## config.mk

```make
export PLATFORM = sky130hd
export DESIGN_NAME = bin2bcd_seq
export DESIGN_NICKNAME = d
export VERILOG_FILES = /design/src/rtl/bin2bcd_seq.sv
export SDC_FILE = /design/constraint.sdc
export NUM_CORES = 1
export LEC_CHECK = 0
export CORE_ASPECT_RATIO = 0.8
export CORE_UTILIZATION = 25
export CTS_BUF_LIST = sky130_fd_sc_hd__clkbuf_2 sky130_fd_sc_hd__clkbuf_4 sky130_fd_sc_hd__clkbuf_8
export DETAILED_ROUTE_END_ITERATION = 8
export DONT_BUFFER_PORTS = 1
export GPL_TIMING_DRIVEN = 0
export PLACE_DENSITY_LB_ADDON = 0.15
export SYNTH_ARGS = -nofsm -noshare
export SYNTH_HDL_FRONTEND = slang
export SYNTH_SLANG_ARGS = --single-unit
```

## constraint.sdc

```tcl
create_clock -name clk_i -period 4.78 [get_ports clk_i]
set_input_delay 0.956 -clock clk_i [delete_from_list [all_inputs] [get_ports clk_i]]
set_output_delay 0.956 -clock clk_i [all_outputs]
set_load 0.05 [all_outputs]
```

## src/rtl/bin2bcd_seq.sv

```systemverilog
// rtl/bin2bcd_seq.sv - sequential shift-add-3 binary to three-digit BCD converter
module bin2bcd_seq #(
    parameter int WIDTH = 8,
    parameter int AUTO  = 1
) (
    input  logic             clk_i,
    input  logic             rst_i,
    input  logic             start_i,
    input  logic [WIDTH-1:0] bin_in_i,
    output logic             busy_o,
    output logic             done_o,
    output logic [3:0]       hun_o,
    output logic [3:0]       ten_o,
    output logic [3:0]       one_o
);

    generate
        if (WIDTH < 1 || WIDTH > 9) begin : g_bad_width
            $error("bin2bcd_seq: WIDTH must be in 1..9 so the result fits in three BCD digits");
        end
    endgenerate

    typedef enum logic {
        IDLE,
        SHIFT
    } state_t;

    localparam logic [3:0] LAST_ITER = 4'(WIDTH - 1);

    state_t           state_q, state_d;
    logic [WIDTH-1:0] bin_q, bin_d;
    logic [WIDTH-1:0] last_q, last_d;
    logic [11:0]      bcd_q, bcd_d;
    logic [3:0]       cnt_q, cnt_d;
    logic [3:0]       hun_q, hun_d;
    logic [3:0]       ten_q, ten_d;
    logic [3:0]       one_q, one_d;
    logic             done_q, done_d;
    logic             trig;
    logic [11:0]      adj;

    function automatic logic [3:0] add3(input logic [3:0] n);
        return (n >= 4'd5) ? n + 4'd3 : n;
    endfunction

    always_comb begin
        state_d = state_q;
        bin_d   = bin_q;
        last_d  = last_q;
        bcd_d   = bcd_q;
        cnt_d   = cnt_q;
        hun_d   = hun_q;
        ten_d   = ten_q;
        one_d   = one_q;
        done_d  = 1'b0;
        trig    = start_i | ((AUTO != 0) && (bin_in_i != last_q));
        adj     = {add3(bcd_q[11:8]), add3(bcd_q[7:4]), add3(bcd_q[3:0])};

        case (state_q)
            IDLE: begin
                if (trig) begin
                    state_d = SHIFT;
                    bin_d   = bin_in_i;
                    last_d  = bin_in_i;
                    bcd_d   = 12'd0;
                    cnt_d   = 4'd0;
                end
            end
            SHIFT: begin
                bcd_d = {adj[10:0], bin_q[WIDTH-1]};
                bin_d = bin_q << 1;
                cnt_d = cnt_q + 4'd1;
                // Digits only move on the final shift so the display never sees a partial value.
                if (cnt_q == LAST_ITER) begin
                    state_d = IDLE;
                    done_d  = 1'b1;
                    hun_d   = bcd_d[11:8];
                    ten_d   = bcd_d[7:4];
                    one_d   = bcd_d[3:0];
                end
            end
            default: state_d = IDLE;
        endcase
    end

    always_ff @(posedge clk_i or posedge rst_i) begin
        if (rst_i) begin
            state_q <= IDLE;
            bin_q   <= '0;
            last_q  <= '0;
            bcd_q   <= 12'd0;
            cnt_q   <= 4'd0;
            hun_q   <= 4'd0;
            ten_q   <= 4'd0;
            one_q   <= 4'd0;
            done_q  <= 1'b0;
        end else begin
            state_q <= state_d;
            bin_q   <= bin_d;
            last_q  <= last_d;
            bcd_q   <= bcd_d;
            cnt_q   <= cnt_d;
            hun_q   <= hun_d;
            ten_q   <= ten_d;
            one_q   <= one_d;
            done_q  <= done_d;
        end
    end

    assign busy_o = (state_q == SHIFT);
    assign done_o = done_q;
    assign hun_o  = hun_q;
    assign ten_o  = ten_q;
    assign one_o  = one_q;

endmodule

```

==> flow_summary.json, run 1 <==
{
  "worstPathArrival_ns": 2.49,
  "final_area_um2": 2490,
  "startpoint_type": "input port",
  "cp-end-kind": "flip-flop",
  "synth_xor_area_share_pct": 4.28,
  "ys_seq_area_share_pct": 51.2,
  "num_rows": 30,
  "cts_sinks": 46,
  "worst_pin_slew_ns": 0.932,
  "timing.hold.ws_ns": 0.488,
  "netSwitchingPower_uw": 840,
  "path_class": "in -> reg",
  "power_density_nw_per_um2": 734,
  "min_path_type": "in -> async",
  "htreeDepth": 2,
  "cts_resized": 0,
  "slew_headroom_pct": 37.3,
  "cts_tree": "done",
  "p_int_uw": 988,
  "yosys.area.top_type": "dfrtp_1",
  "syn_to_final_growth_pct": 10.6,
  "combPwrFrac_pct": 38.8,
  "finalSetupViolCount": 0,
  "post-route-period-util_pct": 47.6,
  "initial_utilization_pct": 26.2,
  "slew_violations": 0,
  "via_per_inst": 4.71,
  "drt_iter0_markers": 62,
  "gp_congestion": 0.731,
  "worstSkewPairLatency_ns": 0.30,
  "p_clk_share_pct": 12.7,
  "vias": 1532,
  "synth_top_family_by_area": "compound AO/OA/AOI/OAI gates",
  "r2r-start": "last_q[2]",
  "root_buffer": "clkbuf_8",
  "status": "finished clean",
  "leakage_nw": 1.06,
  "cts_buffers": 5,
  "finalHoldViolCount": 0,
  "io_pins": 25,
  "cts_setup_buffers": 0,
  "drive_above_1_share_pct": 16.0,
  "synth_area_leaders": "dfrtp_1, mux2_2, ha_1",
  "gr-total-overflow": 0,
  "synthArstFlopShare_pct": 100,
  "n_antenna_cell": 0,
  "syn_area_per_cell_um2": 11.0,
  "antenna_left": 0,
  "first_pass_iters": 4,
  "placed_area_um2": 2410,
  "clock_path_buffers": 2,
  "final.min_clock_period_ns": 2.28,
  "critPathMaxFanout": 10,
  "max_stage_delay_ns": 0.81,
  "syn_area_um2": 2250,
  "setup.reg_to_reg.worst_slack_ns": 2.77,
  "syn_inst": 205,
  "synth-simple-area-share_pct": 12.4,
  "crit_required_ns": 5.00,
  "cpLargestDelayFamily": "simple AND/OR/NAND/NOR gates",
  "io_buffers": 0,
  "r2r_end": "bcd_q[9]",
  "synth.area.mux_share_pct": 6.95,
  "crit_buf_inv": 1,
  "ys_ff_latch": 46,
  "rsz0062_at_grt": "false",
  "grt_pass1_vias": 1556,
  "clk_pin_slew_ns": 0.09,
  "core_um2": 8600,
  "yosysWarningCount": 0,
  "crit_path_start": "bin_in_i[2]",
  "dieArea_um2": 9380,
  "fin_nets": 231,
  "synth_compound_area_share_pct": 16.6,
  "synth-main-ff-cell": "dfrtp_1",
  "crit_chain": "xor2_1, nor4_2, nand4_2, buf_6, o22ai_1",
  "r2r_cells": 5,
  "antenna_found_initial": 0,
  "postCtsHoldBufs": 0,
  "p_seq_share_pct": 48.6,
  "drc": 0,
  "tns_ns": 0,
  "grt_pass1_wl_um": 8320,
  "synth_edf_count": 0,
  "dp_hpwl_um": 3460,
  "grt_max_degree": 34,
  "synth_fa_ha_area_share_pct": 3.89,
  "die_w_um": 108,
  "fin_skew_ns": 0.00773,
  "slowest_stage": "nor4_2",
  "routed_wl_um": 4910,
  "max_clock_freq_mhz": 439,
  "dieHeight_um": 86.8,
  "syn_nets": 223,
  "post_drt_wl_per_cell_um": 15.1,
  "p_sw_share_pct": 46.0,
  "grtUsageTotal_pct": 11.8,
  "netlist.area_leader.share_pct": 51.2,
  "finish.utilization_pct": 29.0,
  "drv_cap": 0,
  "ir_drop_mv": 0.171,
  "ys_types": 39
}
## synthesized netlist by cell type (2+ instances only)
master      n
nor2_1      5
nand2b_1    5
o21ai_2     3
nand3_1     2
nand4_1     5
o22ai_1     6
buf_6       2
xnor2_1     8
a22o_1      2
xor2_1      3
a21oi_1     9
nor3b_1     3
ha_1        7
o21ai_0    13
dfrtp_1    46
mux2_2     13
a31oi_1     7
o2bb2ai_1   2
nor4_1      2
a41oi_1     3
o31ai_1     8
nand2_1    15
clkbuf_1    6
inv_1      13
a2bb2oi_1   3
## worst register-to-register path, cell delays in order (launching register included)
cell and delay, ns:
dfrtp_1 0.39, xor2_1 0.16, nor4_2 0.81, nand4_2 0.23
buf_6 0.21, o22ai_1 0.14
## cell families (layout without fill, tap and decap cells)
kind of cell / Yosys count / after routing
buffers and inverters: 23 / 31
XOR/XNOR: 11 / 11
AND/OR/NAND/NOR: 47 / 47
multiplexers: 14 / 14
flip-flops: 46 / 46
adder cells (fa/ha/maj): 7 / 7
AO/OA/AOI/OAI: 57 / 57
## metrics by stage
| stage | instances | power [mW] | setup WS (ns) |
|---|---|---|---|
| 2_1_floorplan | 205 | 1.44 | 2.53 |
| 3_3_place_gp | 317 | 1.60 | 2.03 |
| 3_5_place_dp | 318 | 1.61 | 2.18 |
| 4_1_cts | 325 | 1.85 | 2.50 |
| 5_1_grt | 325 | 2.00 | 2.39 |
| 6_report | 325 | 1.83 | 2.50 |
## how the worst max path moves through the flow
stage	end	cells after the start	slack, ns
6_report	bcd_q[9]	5	2.50
5_1_grt	bcd_q[6]	5	2.39
4_1_cts	bcd_q[9]	5	2.50
3_5_place_dp	bcd_q[8]	5	2.18
3_3_place_gp	one_o[0]	1	2.03
2_1_floorplan	bcd_q[1]	5	2.53
## per-layer routing
layer	vias to the layer above	track usage [%]	part of all wire, %
met5	-	0	0
met4	0	3.74	1.5
met3	5	3.61	4.0
met2	15	17.9	44
met1	756	16.0	50
li1	756	-	-
## power groups by stage
stage	clock network, mW	registers (mW)	logic [mW]
6_report	0.232	0.887	0.708
5_1_grt	0.263	0.919	0.814
4_1_cts	0.245	0.891	0.719
3_5_place_dp	0	0.897	0.716
3_3_place_gp	0	0.899	0.704
2_1_floorplan	0	0.861	0.581
## flip-flops by register name, indices dropped and copies added, names as in the netlist
signal and flops:
one_o 4, hun_o 4, bcd_q 12, ten_o 4
last_q 8, done_o 1, cnt_q 4, bin_q 8
busy_o 1
## cell usage in the layout (no fill, tap or decap), types with 3 or more instances in the layout
cell type	instances
nand2b_1	5
nor2_1	5
xor2_1	3
o21ai_0	13
o31ai_1	8
nand2_1	15
a2bb2oi_1	3
mux2_2	13
o22ai_1	6
xnor2_1	8
inv_1	12
a31oi_1	7
nor3b_1	3
a41oi_1	3
ha_1	7
clkbuf_8	5
o21ai_2	3
a21oi_1	9
clkbuf_1	6
nand4_1	5
dfrtp_1	46
## layout make-up
| cell class | count | area [µm²] |
|---|---|---|
| buffer | 10 | 57.6 |
| clock buffer | 5 | 68.8 |
| clock inverter | 2 | 10.0 |
| fill | 915 | 6110 |
| inverter | 13 | 48.8 |
| multi-input combinational | 136 | 992 |
| sequential | 46 | 1150 |
| tap | 112 | 140 |
| timing repair buffer | 1 | 20.0 |
(Power assumes the default switching activity.)
==> run 2: changes to the inputs <==
clock period = 1.9 ns   (was 4.78 ns; I/O delays follow)
==> flow_summary.json, run 2 (same netlist as run 1, synthesis figures left out) <==
{
  "status": "finished clean",
  "timing.final.ws_setup_ns": 0.0823,
  "post-route-period-util_pct": 95.7,
  "clock_path_buffers": 2,
  "fin_skew_ns": 0.00764,
  "grt_pass1_vias": 1566,
  "max_clock_freq_mhz": 550,
  "io_buffers": 0,
  "crit_buf_inv": 2,
  "cpLargestDelayFamily": "simple AND/OR/NAND/NOR gates",
  "io_pins": 25,
  "gp_congestion": 0.731,
  "syn_to_final_growth_pct": 12.2,
  "max_stage_delay_ns": 0.53,
  "post_drt_wl_per_cell_um": 15.2,
  "tns_ns": 0,
  "drc": 0,
  "cts_buffers": 5,
  "drt_iter0_markers": 67,
  "slew_violations": 0,
  "grt_pass1_wl_um": 8350,
  "worstPathArrival_ns": 2.05,
  "met1_length_um": 2450,
  "vias": 1540,
  "die_w_um": 108,
  "antenna_found_initial": 0,
  "timing.hold.ws_ns": 0.222,
  "antenna_left": 0,
  "min_path_type": "in -> reg",
  "num_rows": 30,
  "final.min_clock_period_ns": 1.82,
  "top_register": "bcd_q",
  "critPathMaxFanout": 9,
  "path_class": "reg -> reg",
  "slew_headroom_pct": 61.1,
  "slowest_stage": "or4_4",
  "preCtsSetupSlack_ns": -0.123,
  "startpoint_type": "flip-flop",
  "cp_common_cell": "buf_6",
  "fin_nets": 232,
  "worstSkewPairLatency_ns": 0.30,
  "largest_reg_flops": 12,
  "crit_required_ns": 2.13,
  "routed_wl_um": 4960,
  "layout_common_cells": "dfrtp_1, nand2_1, o21ai_0, mux2_2, inv_1",
  "drive_above_1_share_pct": 17.8,
  "leakage_nw": 1.07,
  "ir_drop_mv": 0.430,
  "gr-total-overflow": 0,
  "power_density_nw_per_um2": 1840,
  "drv_cap": 0,
  "cts_tree": "done",
  "crit_chain": "xor2_1, or4_4, buf_6, nor4_4, buf_6, a22o_1",
  "grtUsageTotal_pct": 11.8,
  "finalHoldViolCount": 0,
  "htreeDepth": 2,
  "final_common_cell": "dfrtp_1",
  "reg_top3": "bcd_q (12), bin_q (8), last_q (8)",
  "initial_utilization_pct": 26.2,
  "num-fill-cells": 911,
  "grt_max_degree": 34,
  "cts_sinks": 46,
  "cp-end-kind": "flip-flop",
  "via_per_inst": 4.72,
  "finalSetupViolCount": 0,
  "first_pass_iters": 4,
  "wl_met2_um": 2240,
  "clk_pin_slew_ns": 0.08,
  "root_buffer": "clkbuf_8",
  "dieArea_um2": 9380,
  "dp_hpwl_um": 3460,
  "core_um2": 8600,
  "n_antenna_cell": 0,
  "met3WireLength_um": 194,
  "highest_layer": "met4",
  "worst_pin_slew_ns": 0.579,
  "dieHeight_um": 86.8
}
run 2: per-layer routing:
layer  GRT usage [%]  vias to the layer above
li1                -                      760
met1            16.1                      760
met2            17.9                       15
met3            3.61                        5
met4            3.74                        0
met5               0                        -
run 2: worst paths after layout:
| kind | start | to | slack, ns | cells past startpoint |
|---|---|---|---|---|
| max | last_q[2] | cnt_q[1] | 0.08 | 6 |
| min | bin_in_i[3] | bin_q[3] | 0.22 | 2 |
| max reg2reg | last_q[2] | cnt_q[1] | 0.08 | 6 |
| min reg2reg | bcd_q[11] | bcd_q[11] | 0.52 | 1 |
| max in group asynchronous | rst_i | busy_o | 0.90 | 3 |
| min in group asynchronous | rst_i | bcd_q[8] | 0.50 | 2 |
run 2: timing repair:
item / in CTS / in global routing
pin swaps: 1 / 0
hold buffers: 1 / 0
gates resized for setup: 1 / 4
setup endpoints to repair: 11 / 27
setup buffers: 1 / 0
endpoints found under the hold margin: 13 / 0
run 2: report_power, final:
part / switching [mW] / internal [mW]
logic: 1.00 / 0.813
registers: 0.803 / 1.44
clock network: 0.333 / 0.248
total: 2.14 / 2.50
run 2: layout make-up:
type	count	area [µm²]	share of cell area, %
Buffer	9	53.8	2.13
Clock buffer	5	68.8	2.73
Clock inverter	2	10.0	0.397
Inverter	13	48.8	1.93
Multi-Input combinational cell	136	1010	40.0
Sequential cell	46	1150	45.7
Tap cell	112	140	5.55
Timing Repair Buffer	3	41.3	1.64
run 2: per-stage QoR:
| step | instances | utilization (%) | instance area, µm² | total power [mW] |
|---|---|---|---|---|
| finish | 326 | 29.4 | 2520 | 4.63 |
| global route | 326 | 29.4 | 2520 | 5.06 |
| CTS | 327 | 29.3 | 2510 | 4.69 |
| detailed placement | 318 | 28.0 | 2410 | 4.06 |
| global placement | 317 | 27.8 | 2390 | 4.03 |
| floorplan | 205 | - | 2250 | 3.63 |
